**src/rtl/piso_stream.sv**
```systemverilog
// -----------------------------------------------------------------------------
// piso_stream
//
// Parallel-in / serial-out serializer with a ready/valid load handshake.
// A WIDTH-bit word is accepted from the upstream producer. It is then emitted
// one bit per ser_en strobe on sout. Each word carries its own bit order,
// captured with it. A load accepted on the last-bit edge of the current word
// is the back-to-back case, and the bit stream then has no gap.
//
// Ports
//   clk         in   sole clock, rising edge active
//   clr         in   asynchronous, active-high reset
//   din         in   parallel word, sampled only on an accepted load
//   load_valid  in   upstream presents a word on din
//   load_ready  out  a word is accepted this cycle (combinational)
//   lsb_first   in   bit order captured with the word (1 = bit 0 first)
//   ser_en      in   advance strobe: consume the current bit at this edge
//   sout        out  current serial bit
//   sout_valid  out  sout carries a valid bit
//   last        out  sout is the final bit of the word
//   busy        out  a word is in flight (same as sout_valid)
// -----------------------------------------------------------------------------
module piso_stream #(
   parameter  int WIDTH = 8,
   localparam int CNT_W = $clog2(WIDTH)
) (
   input  logic             clk,
   input  logic             clr,
   input  logic [WIDTH-1:0] din,
   input  logic             load_valid,
   output logic             load_ready,
   input  logic             lsb_first,
   input  logic             ser_en,
   output logic             sout,
   output logic             sout_valid,
   output logic             last,
   output logic             busy
);

   typedef enum logic {
      IDLE  = 1'b0,
      SHIFT = 1'b1
   } state_t;

   localparam logic [CNT_W-1:0] CNT_LAST = CNT_W'(WIDTH - 1);

   state_t           state;
   logic [WIDTH-1:0] shreg;  // word in flight; the output end depends on mode
   logic [CNT_W-1:0] cnt;    // index of the bit currently on sout
   logic             mode;   // lsb_first latched with the word

   logic in_shift;
   logic is_last;
   logic accept;

   assign in_shift = (state == SHIFT);
   assign is_last  = in_shift && (cnt == CNT_LAST);

   // Ready in IDLE, and also on the edge that consumes the last bit. The
   // second case lets the next word follow with no idle cycle.
   assign load_ready = !in_shift || (is_last && ser_en);
   assign accept     = load_valid && load_ready;

   // All outputs decode registered state only, apart from load_ready. They
   // therefore collapse to their idle values as soon as clr forces the
   // registers, with no clock edge needed.
   assign sout       = in_shift && (mode ? shreg[0] : shreg[WIDTH-1]);
   assign sout_valid = in_shift;
   assign busy       = in_shift;
   assign last       = is_last;

   // NOTE: sequential state uses non-blocking assignments so that every
   // register updates from pre-edge values regardless of statement order.
   always_ff @(posedge clk or posedge clr) begin
      if (clr) begin
         state <= IDLE;
         shreg <= '0;
         cnt   <= '0;
         mode  <= 1'b0;
      end else if (accept) begin
         // Covers both the IDLE load and the back-to-back reload on the last
         // bit. The word in flight is complete in either case.
         shreg <= din;
         mode  <= lsb_first;
         cnt   <= '0;
         state <= SHIFT;
      end else if (in_shift && ser_en) begin
         if (is_last) begin
            state <= IDLE;
            shreg <= '0;
            cnt   <= '0;
         end else begin
            // Move the next bit to the output end and zero fill behind it.
            shreg <= mode ? (shreg >> 1) : (shreg << 1);
            cnt   <= cnt + CNT_W'(1);
         end
      end
   end

endmodule

```
**config.mk**
```make
export PLATFORM = sky130hd
export DESIGN_NAME = piso_stream
export DESIGN_NICKNAME = d
export VERILOG_FILES = /design/src/rtl/piso_stream.sv
export SDC_FILE = /design/constraint.sdc
export NUM_CORES = 1
export LEC_CHECK = 0
export ABC_AREA = 1
export CAP_MARGIN = 5
export CORE_MARGIN = 3
export CORE_UTILIZATION = 40
export DETAILED_ROUTE_END_ITERATION = 12
export HOLD_SLACK_MARGIN = 0.05
export PLACE_DENSITY = 0.66
export SYNTH_ARGS = -nofsm -noshare
export SYNTH_HDL_FRONTEND = slang
export SYNTH_SLANG_ARGS = --single-unit
```
**constraint.sdc**
```tcl
create_clock -name clk -period 2.55 [get_ports clk]
set_input_delay 0.51 -clock clk [delete_from_list [all_inputs] [get_ports clk]]
set_output_delay 0.51 -clock clk [all_outputs]
set_load 0.02 [all_outputs]
```
==> results_dict.tcl, run 1 <==
set metrics [dict create \
    synth_top_area_cell "dfrtp_1" \
    routed_wl_microns 1840 \
    postCtsSetupRepairBufs 0 \
    viasPerCell 4.79 \
    critPathCaptureType "output port" \
    diodes 0 \
    antenna_found_initial 0 \
    ant_nets 0 \
    startpoint_type "flop" \
    clock_path_buffers 2 \
    ys.warnings.count 0 \
    fmax_ghz 0.435 \
    cts.root.buffer_cell "clkbuf_4" \
    placed_cells 159 \
    ys_types 16 \
    cp_max_fo 3 \
    cts.clk_slew.worst_paths_ns 0.08 \
    fin_crit_sh_pct 90.2 \
    num-fill-cells 178 \
    synth_edf_count 0 \
    drv_cap 0 \
    hold_buffers 0 \
    vias 781 \
    ys_top_cells_by_area "dfrtp_1 40%, nand2_1 33%, nand3_1 7.5%, ha_1 3.1%, buf_6 2.8%" \
    yosysSeqAreaShare_pct 40.4 \
    p_leak_uw 0.000567 \
    ios 18 \
    hold_violations 0 \
    grt-ovfl-total 0 \
    instances_no_fill 163 \
    groute.usage.overall_pct 16.5 \
    numCtsBuffers 3 \
    crit_arrival_ns 1.79 \
    fin_nets 154 \
    min_period_ns 2.30 \
    dp_hpwl_microns 1310 \
    synth.top_cells.by_count "70 x nand2_1, 13 x dfrtp_1, 12 x nand3_1, 5 x inv_1, 4 x nor2_1" \
    drv_slew 0 \
    worst-setup-path-type "reg -> out" \
    fp.dieArea_sq_um 2590 \
    setup_tns_ns 0 \
    fin_worst_skew_ns 0.00243 \
    ys_seq_elements 13 \
    setup_viol 0 \
    ctsResizeCount 0 \
    synth_fp_nets 134 \
    syn_inst 119 \
    cts_tree "done" \
    place.gp.congestion 0.812 \
    route.detailed.drc 0 \
    initial_utilization_pct 44.2 \
    port-buffer-count 17 \
    die_x_microns 50.8 \
    grt_pass1_wl_microns 3150 \
    ys.flop_type "dfrtp_1" \
    whs_ns 0.499 \
    seq_area_sq_um 325 \
    core_area_sq_um 1820 \
    tightest_slew_ns 0.536 \
    max-slew-margin-rel_pct 64.3 \
    grt_max_degree 14 \
    avgSynthCellArea_sq_um 6.76 \
    clock_latency_ns 0.28 \
    syn_area_sq_um 805 \
    rsz0062_at_grt "false" \
    cp_data_required_time_ns 2.04 \
    hold_class "reg -> reg" \
    p_per_area_nw_per_um2 852 \
    synth_top_area_share_pct 40.4 \
    clock_sinks 13 \
    multi_input_area_sq_um 403 \
    wl_per_cell_microns 11.3 \
    ir_drop_v 0.000531 \
    htreeDepth 1 \
    drive_gt1_share_pct 7.97 \
    die_h_microns 50.8 \
    first_pass_iters 4 \
    status "finished clean" \
    async_flop_share_pct 100 \
    dr.first_iter.drc_count 16 \
    grt_pass1_vias 659 \
    yosysMostFrequentCell "nand2_1" \
    syn2layout_area_growth_pct 25.0 \
    final_core_util_pct 55.3 \
    num_rows 15 \
]
[flip-flops by register name (all words and copies together), names as in the netlist]
name	cells
shreg	8
mode	1
cnt	3
busy	1
[stage by stage]
| step | total power (uW) | setup WS [ns] | area (sq um) |
|---|---|---|---|
| after floorplan | 616 | 0.997 | 805 |
| after global placement | 719 | 0.295 | 980 |
| after detailed placement | 728 | 0.289 | 980 |
| after CTS | 864 | 0.237 | 1010 |
| after global routing | 939 | 0.133 | 1010 |
| final | 857 | 0.251 | 1010 |
[final timing paths]
check	start	to	slack, ns	depth (start not counted)
max in group asynchronous	clr	shreg[3]	1.64	2
worst max register to register	cnt[0]	shreg[0]	1.03	10
min in group asynchronous	clr	mode	0.56	2
worst min register to register	cnt[1]	cnt[1]	0.50	2
worst max-delay path	cnt[1]	last	0.25	5
worst min-delay path	cnt[1]	cnt[1]	0.50	2
[worst max-delay path: stages (launching register included)]
cell and delay [ns]:
dfrtp_1 0.36, ha_1 0.15, ha_1 0.17, nand2_2 0.07, inv_1 0.13, clkdlybuf4s50_1 0.63
[routing by layer]
layer	global-route usage [%]	vias up	part of all wire [%]
li1	-	405	-
met1	21.8	355	48
met2	24.8	17	44
met3	7.00	4	6.4
met4	4.04	0	1.2
met5	0	-	0
[kinds of logic after synthesis]
| family | count (synthesis) | synth area share (%) |
|---|---|---|
| adders and majority gates | 2 | 3.11 |
| buffers and inverters | 12 | 9.49 |
| AOI/OAI and AO/OA | 2 | 1.24 |
| DFF | 13 | 40.4 |
| and+or+nand+nor | 90 | 45.7 |
[report_power, final]
group	internal [uW]	switching (uW)	total (uW)
Combinational	156	203	359
Clock	60.8	73.4	134
Sequential	286	77.8	364
Total	503	354	857
[cells in the final DEF, fill, tap and decap left out, types with 2 or more instances in the layout]
cell | Yosys | routed
clkbuf_4 | 0 | 3
nand2_1 | 70 | 70
ha_1 | 2 | 2
buf_4 | 1 | 3
nand2_2 | 2 | 2
dfrtp_1 | 13 | 13
inv_1 | 5 | 5
o21ai_0 | 2 | 2
nand3_1 | 12 | 12
clkdlybuf4s50_1 | 0 | 17
nor2_1 | 4 | 4
[area by class of cell]
cell class	instances	share of cell area (%)
Timing Repair Buffer	20	19.2
Tap cell	25	3.11
Inverter	7	2.74
Multi-Input combinational cell	94	40.0
Sequential cell	13	32.3
Clock buffer	4	2.61
(Power assumes the default switching activity.)
==> run 2: changes to the inputs <==
==> constraint.sdc (replaced) <==
create_clock -name clk -period 2.55 [get_ports clk]
set_input_delay 0.3825 -clock clk [delete_from_list [all_inputs] [get_ports clk]]
set_output_delay 0.3825 -clock clk [all_outputs]
set_load 0.02 [all_outputs]
==> run 2 against run 1 <==
Net effect: register-to-register slack hardly changed; flip-flop and latch count unchanged; critical path depth unchanged; largest power group unchanged; hold slack worse by 0.079 ns; largest cell class unchanged; final area shrank 0.75%; clock skew grew 0.0079 ns.
==> results_dict.tcl, run 2 (synthesized netlist as in run 1, its figures left out) <==
set metrics [dict create \
    clock_sinks 13 \
    min_period_ns 2.16 \
    cp_data_required_time_ns 2.17 \
    reg_top3 "shreg (8), cnt (3)" \
    instances_no_fill 162 \
    die_x_microns 50.8 \
    rsz0062_at_grt "false" \
    dp_hpwl_microns 1320 \
    p_per_area_nw_per_um2 849 \
    max-slew-margin-rel_pct 65.6 \
    cp_max_fo 3 \
    initial_utilization_pct 44.2 \
    layout_commonest_cell "nand2_1" \
    route.detailed.drc 0 \
    viasPerCell 4.71 \
    fin_nets 153 \
    hold_class "in -> async" \
    top_register "shreg" \
    grt-ovfl-total 0 \
    num_rows 15 \
    startpoint_type "flop" \
    hold_violations 0 \
    antenna_found_initial 0 \
    ir_drop_v 0.000575 \
    drv_slew 0 \
    setup_viol 0 \
    die_h_microns 50.8 \
    ctsResizeCount 0 \
    fp.dieArea_sq_um 2590 \
    cts.clk_slew.worst_paths_ns 0.09 \
    place.gp.congestion 0.800 \
    clock_path_buffers 2 \
    hold_buffers 0 \
    p_leak_uw 0.000563 \
    placed_cells 158 \
    drive_gt1_share_pct 7.30 \
    syn2layout_area_growth_pct 24.1 \
    htreeDepth 1 \
    core_area_sq_um 1820 \
    port-buffer-count 17 \
    grt_pass1_vias 708 \
    final_core_util_pct 54.8 \
    postCtsSetupRepairBufs 0 \
    tightest_slew_ns 0.515 \
    crit_arrival_ns 1.78 \
    numCtsBuffers 3 \
    groute.usage.overall_pct 16.5 \
    cts_tree "done" \
    dr.first_iter.drc_count 11 \
    setup_tns_ns 0 \
    final_cell_mix "70 x nand2_1, 17 x clkdlybuf4s50_1, 13 x dfrtp_1, 12 x nand3_1, 5 x inv_1" \
    wl_per_cell_microns 11.3 \
    status "finished clean" \
    grt_pass1_wl_microns 3220 \
    worst-setup-path-type "reg -> out" \
    routed_wl_microns 1830 \
    fmax_ghz 0.462 \
    clock_latency_ns 0.28 \
    first_pass_iters 3 \
    grt_max_degree 14 \
    critPathCaptureType "output port" \
    drv_cap 0 \
    largest_reg_flops 8 \
    vias 763 \
    fin_worst_skew_ns 0.0103 \
    ant_nets 0 \
    fin_crit_sh_pct 84.8 \
    cts.root.buffer_cell "clkbuf_4" \
    diodes 0 \
    ios 18 \
]
==> run 2: cell count changes in the layout (fill, tap and decap cells not counted) <==
cell,delta
buf_4,-1
==> run 2: report_power, final <==
part	switching, uW	internal, uW
combinational	201	153
clock	70.2	60.7
sequential	75.9	286
==> run 2: stage by stage <==
step	total power, uW	setup slack (ns)	hold WS, ns	instance area [sq um]
final	848	0.388	0.421	998
after global routing	940	0.268	0.460	998
after CTS	859	0.359	0.433	998
after detailed placement	724	0.536	0.479	972
after global placement	717	0.550	0.466	972
after floorplan	616	1.12	0.259	805
==> run 2: worst paths after layout <==
| path | startpoint | endpoint | slack, ns | depth (start not counted) |
|---|---|---|---|---|
| max in group asynchronous | clr | shreg[3] | 1.78 | 2 |
| max | cnt[0] | last | 0.39 | 5 |
| min | clr | shreg[7] | 0.42 | 2 |
| min in group clk | cnt[1] | cnt[1] | 0.49 | 2 |
| max reg2reg | cnt[0] | shreg[0] | 1.02 | 10 |
| min reg2reg | cnt[1] | cnt[1] | 0.49 | 2 |
==> run 2: area by class of cell <==
type                    count  area, sq um
clock buffers               4         26.3
fillers                   194          822
inverters                   7         27.5
multi-input cells          94          403
flip-flops and latches     13          325
well taps                  25         31.3
repair buffers             19          185
==> run 2: layer usage <==
| metal | global-route usage [%] | wire length [microns] | up-vias |
|---|---|---|---|
| met5 | 0 | 0 | - |
| met3 | 5.54 | 98 | 4 |
| met2 | 27.2 | 813 | 15 |
| li1 | - | - | 401 |
| met1 | 20.8 | 901 | 343 |
| met4 | 4.04 | 20 | 0 |
==> run 2: critical path: stages, from the launching register on <==
cell and delay (ns):
dfrtp_1 0.35, ha_1 0.14, ha_1 0.17, nand2_2 0.07
inv_1 0.15, clkdlybuf4s50_1 0.63
==> variant 1 (config.mk and constraints of run 1) <==
Change the parameter `WIDTH` from 8 to 4.
--- a/src/rtl/piso_stream.sv
+++ b/src/rtl/piso_stream.sv
@@ -21,7 +21,7 @@
 //   busy        out  a word is in flight (same as sout_valid)
 // -----------------------------------------------------------------------------
 module piso_stream #(
-   parameter  int WIDTH = 8,
+   parameter  int WIDTH = 4,
    localparam int CNT_W = $clog2(WIDTH)
 ) (
    input  logic             clk,
Ports: changed (resized din); port bits go from 18 to 14. No check against the original RTL was run, so the function may have changed too.
==> variant 1 against run 1 <==
Sequential cell count fell by 5; power fell by 23%; critical path type is now input pin to primary output; area after synthesis fell by 38%; wire length fell by 41%; non-clock buffer count fell by 7; core utilization rose by 2.7 points; maximum frequency fell by 1.3%; final area fell by 34%; worst setup slack got worse by 0.029 ns.
==> variant 1: results (changes against run 1) <==
| Metric | Value |
|---|---|
| Status | completed |
| N_diodes | 0 (unchanged) |
| Final clock skew | 0.00197 ns (-0.000458 ns) |
| Setup Fix Bufs, Post-CTS | 0 (unchanged) |
| Initial antenna violation count | 0 (unchanged) |
| Hold Crit Depth | 2 (unchanged) |
| Gpl congestion | 0.713 (-12%) |
| Worst-skew pair later-pin latency | 0.24 ns (-0.04 ns) |
| Max VDD drop | 444 uV (-16%) |
| Drt pass-1 iters | 4 (unchanged) |
| Sequential fraction of the synthesis area | 40.1% (-0.34 points) |
| Dpl hpwl | 850 microns (-35%) |
| Crit-path max cell delay | 0.61 ns (-0.02 ns) |
| CTS Buf Count | 3 (unchanged) |
| Post-Synthesis Cells | 67 (-44%) |
| Share of cells above drive strength 1 | 15.9% (+7.9 points) |
| Crit-path max FO | 7 (+4) |
| Worst-path clk slew | 0.05 ns (-0.03 ns) |
| Vias post-DR | 450 (-42%) |
| Largest net degree at the start of global routing | 9 (-5) |
| Syn_nets | 77 (-43%) |
| R2r worst-path depth | 7 (-3) |
| Yosys warns | 0 (unchanged) |
| CP max stage cell | clkdlybuf4s50_1 |
| Largest regs | shreg (4), cnt (2) |
| Nets | 94 (-39%) |
| R2r setup slk | 1.28 ns (+0.25 ns) |
| Clock tree buffer depth | 2 (unchanged) |
| Total Wirelength | 1090 microns (-41%) |
| Vias per cell | 4.69 (-2.2%) |
| Inst Count DP | 93 (-42%) |
| All-Layer GR Usage | 15.7% (-0.76 points) |
| Fillers | 116 (-35%) |
| Distinct cell type count after synthesis | 16 (unchanged) |
| Global-route wire length before repair | 1720 microns (-46%) |
| Synth cell count leaders | nand2_1, nand3_1, dfrtp_1, inv_1 |
| Hold_sp | shreg[0]$_DFFE_PP0P_ |
| H-tree depth | 1 (unchanged) |
| Leak Pwr | 0.342 nW (-40%) |
| IO Port Bufs | 13 (-4) |
| Crit path DAT | 1.82 ns (+0.03 ns) |
| Vias in the first global route | 431 (-35%) |
| Hold EP | shreg[0]$_DFFE_PP0P_ |
| DR iter-0 viols | 7 (-9) |
| Top cells by area, synth | dfrtp_1, nand2_1, nand3_1 |
| Slew margin rel. | 75.7% (+11 points) |
| Root Buffer | clkbuf_4 |
| Origin of the worst setup path | ser_en |
==> variant 1: area by class of cell <==
| cell class | instances | area (sq um) | share of cell area, % |
|---|---|---|---|
| multi-input cells | 49 | 256 | 38.8 |
| flip-flops and latches | 8 | 200 | 30.2 |
| repair buffers | 13 | 130 | 19.7 |
| inverters | 9 | 35.0 | 5.29 |
| clock buffers | 3 | 22.5 | 3.40 |
| well taps | 14 | 17.5 | 2.65 |
==> variant 1: worst register-to-register path: cells and delay by family, from the launching register on <==
kind / cells / cell delay, ns
fa+ha+maj: 1 / 0.23
simple gates: 6 / 0.53
flops: 1 / 0.39
==> variant 1: stage by stage <==
step / cell area, sq um / power (mW) / utilization [%] / hold slack, ns / worst slack, ns
2_1_floorplan: 499 / 0.458 / - / 0.326 / 0.912
3_3_place_gp: 639 / 0.567 / 56.0 / 0.468 / 0.240
3_5_place_dp: 639 / 0.576 / 56.0 / 0.475 / 0.218
4_1_cts: 662 / 0.671 / 58.0 / 0.487 / 0.215
5_1_grt: 662 / 0.725 / 58.0 / 0.508 / 0.163
6_report: 662 / 0.663 / 58.0 / 0.486 / 0.221
==> variant 1: power by group <==
group	leakage, nW	internal (mW)	switching, mW	total (mW)
combinational	0.231	0.147	0.195	0.343
sequential	0.0966	0.180	0.0498	0.229
clock	0.0138	0.0535	0.0373	0.0908
==> variant 1: worst max path at each step <==
stage / end
floorplan: sout
global placement: load_ready
detailed placement: load_ready
CTS: load_ready
global route: load_ready
finish: load_ready
==> variant 1: routing by layer <==
| metal | GRT usage (%) | share of wire, % | vias up |
|---|---|---|---|
| met4 | 7.14 | 0.55 | 0 |
| met3 | 3.19 | 5.4 | 2 |
| li1 | - | - | 238 |
| met2 | 26.2 | 45 | 13 |
| met5 | 0 | 0 | - |
| met1 | 19.4 | 49 | 197 |
==> variant 1: logic make-up (layout without fill, tap and decap cells) <==
kind of cell               after synthesis  in the layout  share of synthesized area, %
buffers and inverters                   10             25                          8.52
adders and majority gates                1              1                          2.51
and+or+nand+nor                         44             44                          42.6
DFF                                      8              8                          40.1
AOI/OAI and AO/OA                        4              4                          6.27
